==> config.mk <==
export PLATFORM = sky130hd
export DESIGN_NAME = keypad_scan
export DESIGN_NICKNAME = d
export VERILOG_FILES = /design/src/rtl/keypad_pkg.sv /design/src/rtl/sync_2ff.sv /design/src/rtl/keypad_scan.sv
export SDC_FILE = /design/constraint.sdc
export NUM_CORES = 1
export LEC_CHECK = 0
export ABC_AREA = 1
export CAP_MARGIN = 5
export CORE_MARGIN = 3
export CORE_UTILIZATION = 62
export CTS_BUF_LIST = sky130_fd_sc_hd__clkbuf_8
export DETAILED_ROUTE_END_ITERATION = 8
export PLACE_DENSITY = 0.84
export SYNTH_ARGS = -nofsm -noshare
export SYNTH_HDL_FRONTEND = slang
export SYNTH_SLANG_ARGS = --single-unit
export TNS_END_PERCENT = 10
==> constraint.sdc <==
create_clock -name I2C_clk -period 2.85 [get_ports I2C_clk]
set_input_delay 0.57 -clock I2C_clk [delete_from_list [all_inputs] [get_ports I2C_clk]]
set_output_delay 0.57 -clock I2C_clk [all_outputs]
set_load 0.01 [all_outputs]
==> src/rtl/keypad_pkg.sv <==
`default_nettype none
// keypad_pkg: shared sizes, key bit assignments and row/col-to-bit mapping (rev 1.0)
package keypad_pkg;

  localparam int NUM_ROWS = 4;
  localparam int NUM_COLS = 3;
  localparam int NUM_KEYS = NUM_ROWS * NUM_COLS;

  localparam int KEY_D1  = 0;
  localparam int KEY_D2  = 1;
  localparam int KEY_D3  = 2;
  localparam int KEY_D4  = 3;
  localparam int KEY_D5  = 4;
  localparam int KEY_D6  = 5;
  localparam int KEY_D7  = 6;
  localparam int KEY_D8  = 7;
  localparam int KEY_D9  = 8;
  localparam int KEY_D0  = 9;
  localparam int KEY_CLR = 10;
  localparam int KEY_ENT = 11;

  typedef enum logic [1:0] {
    COL_0 = 2'd0,
    COL_1 = 2'd1,
    COL_2 = 2'd2
  } col_e;

  typedef logic [NUM_KEYS-1:0] keys_t;

  function automatic logic [3:0] key_bit(input int row, input int col);
    int k;
    case (row * NUM_COLS + col)
      0:       k = KEY_D1;
      1:       k = KEY_D2;
      2:       k = KEY_D3;
      3:       k = KEY_D4;
      4:       k = KEY_D5;
      5:       k = KEY_D6;
      6:       k = KEY_D7;
      7:       k = KEY_D8;
      8:       k = KEY_D9;
      9:       k = KEY_CLR;
      10:      k = KEY_D0;
      default: k = KEY_ENT;
    endcase
    return 4'(k);
  endfunction

endpackage
`default_nettype wire

==> src/rtl/sync_2ff.sv <==
`default_nettype none
// sync_2ff: two-flop synchronizer for asynchronous level inputs (rev 1.0)
module sync_2ff #(
  parameter int               WIDTH   = 1,
  parameter logic [WIDTH-1:0] RST_VAL = '0
) (
  input  logic             clk_i,
  input  logic             rst_i,
  input  logic [WIDTH-1:0] d_i,
  output logic [WIDTH-1:0] q_o
);

  logic [WIDTH-1:0] meta_q;
  logic [WIDTH-1:0] sync_q;

  always_ff @(posedge clk_i) begin
    if (rst_i) begin
      meta_q <= RST_VAL;
      sync_q <= RST_VAL;
    end else begin
      meta_q <= d_i;
      sync_q <= meta_q;
    end
  end

  assign q_o = sync_q;

endmodule
`default_nettype wire

==> src/rtl/keypad_scan.sv <==
`default_nettype none
// keypad_scan: 4x3 keypad column scanner with frame debounce and one-hot press pulses (rev 1.0)
module keypad_scan
  import keypad_pkg::*;
#(
  parameter int SCAN_DIV       = 1000,
  parameter int DEBOUNCE_SCANS = 4
) (
  input  logic                I2C_clk,
  input  logic                rst,
  input  logic [NUM_ROWS-1:0] row_n,
  output logic [NUM_COLS-1:0] col_n,
  output logic [NUM_KEYS-1:0] button_ord,
  output logic                key_down
);

  localparam int DIV_W = $clog2(SCAN_DIV);
  localparam int CNT_W = $clog2(DEBOUNCE_SCANS + 1);
  localparam logic [DIV_W-1:0] c_div_last = DIV_W'(SCAN_DIV - 1);
  localparam logic [CNT_W-1:0] c_cnt_max  = CNT_W'(DEBOUNCE_SCANS);

  logic [NUM_ROWS-1:0] rows_sync_n;

  logic             run_q,   run_d;
  col_e             col_q,   col_d;
  logic [DIV_W-1:0] div_q,   div_d;
  keys_t            snap_q,  snap_d;
  keys_t            last_q,  last_d;
  keys_t            acc_q,   acc_d;
  keys_t            ord_q,   ord_d;
  logic [CNT_W-1:0] cnt_q,   cnt_d;
  logic             armed_q, armed_d;
  logic             upd_q,   upd_d;
  logic             kd_q,    kd_d;
  logic             slot_end;
  logic             frame_end;

  sync_2ff #(
    .WIDTH   (NUM_ROWS),
    .RST_VAL ({NUM_ROWS{1'b1}})
  ) u_row_sync (
    .clk_i (I2C_clk),
    .rst_i (rst),
    .d_i   (row_n),
    .q_o   (rows_sync_n)
  );

  always_ff @(posedge I2C_clk) begin
    if (rst) begin
      run_q   <= 1'b0;
      col_q   <= COL_0;
      div_q   <= '0;
      snap_q  <= '0;
      last_q  <= '0;
      acc_q   <= '0;
      ord_q   <= '0;
      cnt_q   <= '0;
      armed_q <= 1'b1;
      upd_q   <= 1'b0;
      kd_q    <= 1'b0;
    end else begin
      run_q   <= run_d;
      col_q   <= col_d;
      div_q   <= div_d;
      snap_q  <= snap_d;
      last_q  <= last_d;
      acc_q   <= acc_d;
      ord_q   <= ord_d;
      cnt_q   <= cnt_d;
      armed_q <= armed_d;
      upd_q   <= upd_d;
      kd_q    <= kd_d;
    end
  end

  always_comb begin
    run_d   = run_q;
    col_d   = col_q;
    div_d   = div_q;
    snap_d  = snap_q;
    last_d  = last_q;
    acc_d   = acc_q;
    cnt_d   = cnt_q;
    armed_d = armed_q;
    kd_d    = kd_q;
    upd_d   = 1'b0;
    ord_d   = '0;

    slot_end  = run_q && (div_q == c_div_last);
    frame_end = slot_end && (col_q == COL_2);

    // run_q holds the columns idle for the reset cycle, so column 0 gets a full slot
    if (!run_q) begin
      run_d = 1'b1;
    end else if (slot_end) begin
      div_d = '0;
      col_d = (col_q == COL_2) ? COL_0 : col_e'(col_q + 2'd1);
    end else begin
      div_d = div_q + 1'b1;
    end

    if (slot_end) begin
      for (int r = 0; r < NUM_ROWS; r++) begin
        snap_d[key_bit(r, int'(col_q))] = ~rows_sync_n[r];
      end
    end

    // Debounce uses the frame including the column sampled on this very cycle
    if (frame_end) begin
      if (snap_d == last_q) begin
        cnt_d = (cnt_q == c_cnt_max) ? cnt_q : cnt_q + 1'b1;
      end else begin
        cnt_d = '0;
      end
      last_d = snap_d;
      if (cnt_d == c_cnt_max) begin
        acc_d = snap_d;
        kd_d  = |snap_d;
        upd_d = 1'b1;
      end
    end

    // Any accepted non-empty frame disarms, so rollover out of a chord stays silent
    if (upd_q) begin
      if (acc_q == '0) begin
        armed_d = 1'b1;
      end else begin
        if (armed_q && ((acc_q & (acc_q - 1'b1)) == '0)) begin
          ord_d = acc_q;
        end
        armed_d = 1'b0;
      end
    end
  end

  always_comb begin
    col_n = '1;
    if (run_q) begin
      case (col_q)
        COL_0:   col_n = 3'b110;
        COL_1:   col_n = 3'b101;
        COL_2:   col_n = 3'b011;
        default: col_n = 3'b111;
      endcase
    end
  end

  assign button_ord = ord_q;
  assign key_down   = kd_q;

endmodule
`default_nettype wire

==> results.sh <==
export IMPL_vias_per_cell=5.46
export IMPL_crit_chain="inv_1 -> ha_2 -> inv_1 -> o21ai_1 -> nand3_1 -> nand2_1 -> nand2_1 -> nand2_1 -> nand2_1 -> nand2_1 -> nand2_1 -> nor2_4 -> nand4_4 -> nand2_1 -> nand2_1 -> nor2_1"
export IMPL_place_gp_congestion=0.939
export IMPL_dp_hpwl_um=6770
export IMPL_grt_setup_unrepaired="false"
export IMPL_ys_ff_latch=77
export IMPL_p_int_mw=1.43
export IMPL_ios=22
export IMPL_drt_iter0_drc=336
export IMPL_power_density_mw_per_mm2=417
export IMPL_r2r_end="acc_q[1]"
export IMPL_critPathCaptureType="flip-flop"
export IMPL_status="completed"
export IMPL_maxSlewHeadroom=0.622
export IMPL_cts_tree="yes"
export IMPL_swShare=0.234
export IMPL_yosys_warnings=0
export IMPL_hold_violations=0
export IMPL_slew_viol_final=0
export IMPL_place_ws_ns=0.145
export IMPL_nFillCells=496
export IMPL_initial_core_util=0.662
export IMPL_die_y_um=86.7
export IMPL_worst_pin_slew_ns=0.566
export IMPL_num_vias=3856
export IMPL_grt_max_degree=31
export IMPL_syn_to_final_growth_pct=11.1
export IMPL_layout_nets=642
export IMPL_clock_path_buffers=2
export IMPL_required_ns=3.14
export IMPL_cts_root_buf="clkbuf_8"
export IMPL_reg2reg_depth=16
export IMPL_slowest_delay_ns=0.36
export IMPL_path_max_fanout=9
export IMPL_p_comb_frac=0.028
export IMPL_synthesis_nets=620
export IMPL_syn_instance_count=605
export IMPL_setup_tns_ns=0
export IMPL_p_clk_frac=0.389
export IMPL_synthArstFlopShare=0
export IMPL_crit_path_top_delay_cell="dfxtp_2"
export IMPL_arrival_ns=2.82
export IMPL_antenna_found_initial=0
export IMPL_gr_total_overflow=0
export IMPL_synth_main_ff_cell="dfxtp_1"
export IMPL_crit_buf_inv=2
export IMPL_drv_cap=0
export IMPL_avgSynthCellArea_um2=6.67
export IMPL_dieArea_mm2=0.00752
export IMPL_period_share=0.887
export IMPL_fp_dieW_um=86.7
export IMPL_endpoint="acc_q[1]"
export IMPL_startpoint="col_q[0]"
export IMPL_clk_latency_ns=0.36
export IMPL_grt_pass1_wl_um=15800
export IMPL_synth_enable_flop_cells=0
export IMPL_port_buffer_count=21
export IMPL_path_class="reg2reg"
export IMPL_power_frac_seq=0.583
export IMPL_fin_ws_ns=0.321
export IMPL_rows=28
export IMPL_seqCellArea_mm2=0.00154
export IMPL_layout_common_cells="nand2_1 (177), inv_1 (82), dfxtp_1 (76)"
export IMPL_routedWlPerCell_um=13.4
export IMPL_startpoint_type="flip-flop"
export IMPL_r2r_setup_slack_ns=0.32
export IMPL_coreArea_mm2=0.00610
export IMPL_drc=0
export IMPL_hold_path_depth=1
export IMPL_synth_largest_area_cell="dfxtp_1"
export IMPL_drive_gt1_frac=0.114
export IMPL_max_clock_freq_ghz=0.395
export IMPL_syn_area_mm2=0.00404
export IMPL_multi_input_area_mm2=0.00211
export IMPL_setup_viol=0
export IMPL_grt_pass1_vias=3582
export IMPL_routed_wl_um=9460
export IMPL_yosysTopAreaCellShare=0.382
export IMPL_drt_first_pass_iters=5
export IMPL_antenna_left=0
export IMPL_r2r_start="col_q[0]"
export IMPL_crit_top_cell="nand2_1"
export IMPL_path_depth=16
export IMPL_synth_cell_types=35
export IMPL_cts_buffers=9
export IMPL_hold_path_class="reg2reg"
export IMPL_layout_commonest_cell="nand2_1"
export IMPL_ir_worst_vdd_uv=346
export IMPL_track_usage=0.267
export IMPL_skew_ns=0.00921
export IMPL_critPathTopFamily="simple AND/OR/NAND/NOR gates"
export IMPL_clock_sinks=77
export IMPL_htreeDepth=3
export IMPL_fin_crit_ns=2.53
export IMPL_synthTopCellsByArea="dfxtp_1 (38%), nand2_1 (16%), inv_1 (7.7%)"
export IMPL_antenna_cells=0
export IMPL_yosysSeqAreaShare=0.382
export IMPL_clkTransAtPathRegs_ns=0.08
export IMPL_power_leakage_nw=2.02
export IMPL_power_switching_mw=0.437
-- area by class of cell --
cell class	instances	share of cell area
multi-input combinational	427	0.470
sequential	77	0.344
inverter	85	0.0717
timing repair buffer	27	0.0569
clock buffer	10	0.0307
tap	75	0.0209
clock inverter	5	0.00614
-- metal layers --
metal  global-route usage  part of all wire  vias to the layer above
met3               0.0570             0.069                       21
met2                0.423              0.45                      131
li1                     -                 -                     1934
met4                0.103             0.019                        0
met5                    0                 0                        -
met1                0.355              0.46                     1770
-- cell families (layout without fill, tap and decap cells) --
group                    count (synthesis)  in the layout  share of synthesized area
AO/OA/AOI/OAI                           59             59                     0.0775
adder cells (fa/ha/maj)                  9              9                     0.0279
flip-flops                              77             77                      0.382
AND/OR/NAND/NOR                        352            353                      0.393
XOR/XNOR                                 6              6                     0.0130
buffers and inverters                  102            127                      0.107
-- power groups by stage --
stage,Clock [mW],Sequential (mW),Combinational (mW)
2_1_floorplan,0,1.11,0.0355
3_3_place_gp,0,1.12,0.0507
3_5_place_dp,0,1.12,0.0516
4_1_cts,0.739,1.09,0.0518
5_1_grt,0.780,1.09,0.0579
6_report,0.727,1.09,0.0520
-- worst min path at each step --
stage	startpoint	to	slack (ns)
after floorplan	u_row_sync.meta_q[0]	u_row_sync.q_o[0]	0.39
after global placement	u_row_sync.meta_q[2]	u_row_sync.q_o[2]	0.39
after detailed placement	u_row_sync.meta_q[0]	u_row_sync.q_o[0]	0.39
after CTS	u_row_sync.meta_q[0]	u_row_sync.q_o[0]	0.41
after global routing	u_row_sync.meta_q[0]	u_row_sync.q_o[0]	0.41
final	u_row_sync.meta_q[0]	u_row_sync.q_o[0]	0.40
-- stage by stage --
step	utilization	area, µm²	hold WS [ns]	power (mW)	cells
detailed placement	0.701	4280	0.393	1.17	690
global placement	0.701	4280	0.392	1.17	690
CTS	0.728	4440	0.405	1.88	705
global route	0.736	4480	0.415	1.93	706
finish	0.736	4480	0.403	1.87	706
floorplan	-	4040	0.389	1.15	605
-- flip-flops by register name, indices dropped and copies added (netlist names), named ones only --
register and cells:
button_ord 12, col_q 2, acc_q 12, u_row_sync.q_o 4, div_q 10, u_row_sync.meta_q 4, last_q 12, key_down 1
snap_q 12, cnt_q 3, armed_q 1, run_q 1, upd_q 1
-- repair_timing --
item / in CTS / in global routing
hold endpoints to repair: 0 / 0
setup endpoints to repair: 0 / 16
setup buffers: 0 / 0
gates resized for setup: 0 / 9
hold buffers: 0 / 0
-- Yosys cell counts (9+ instances only) --
master   instances
nand2_1        177
inv_1           83
dfxtp_1         77
nor2_1          69
nand3_1         45
a21oi_1         25
o21ai_0         25
nand2_2         19
nand4_1         12
ha_1             9
or2_2            9
(Power assumes the default switching activity.)
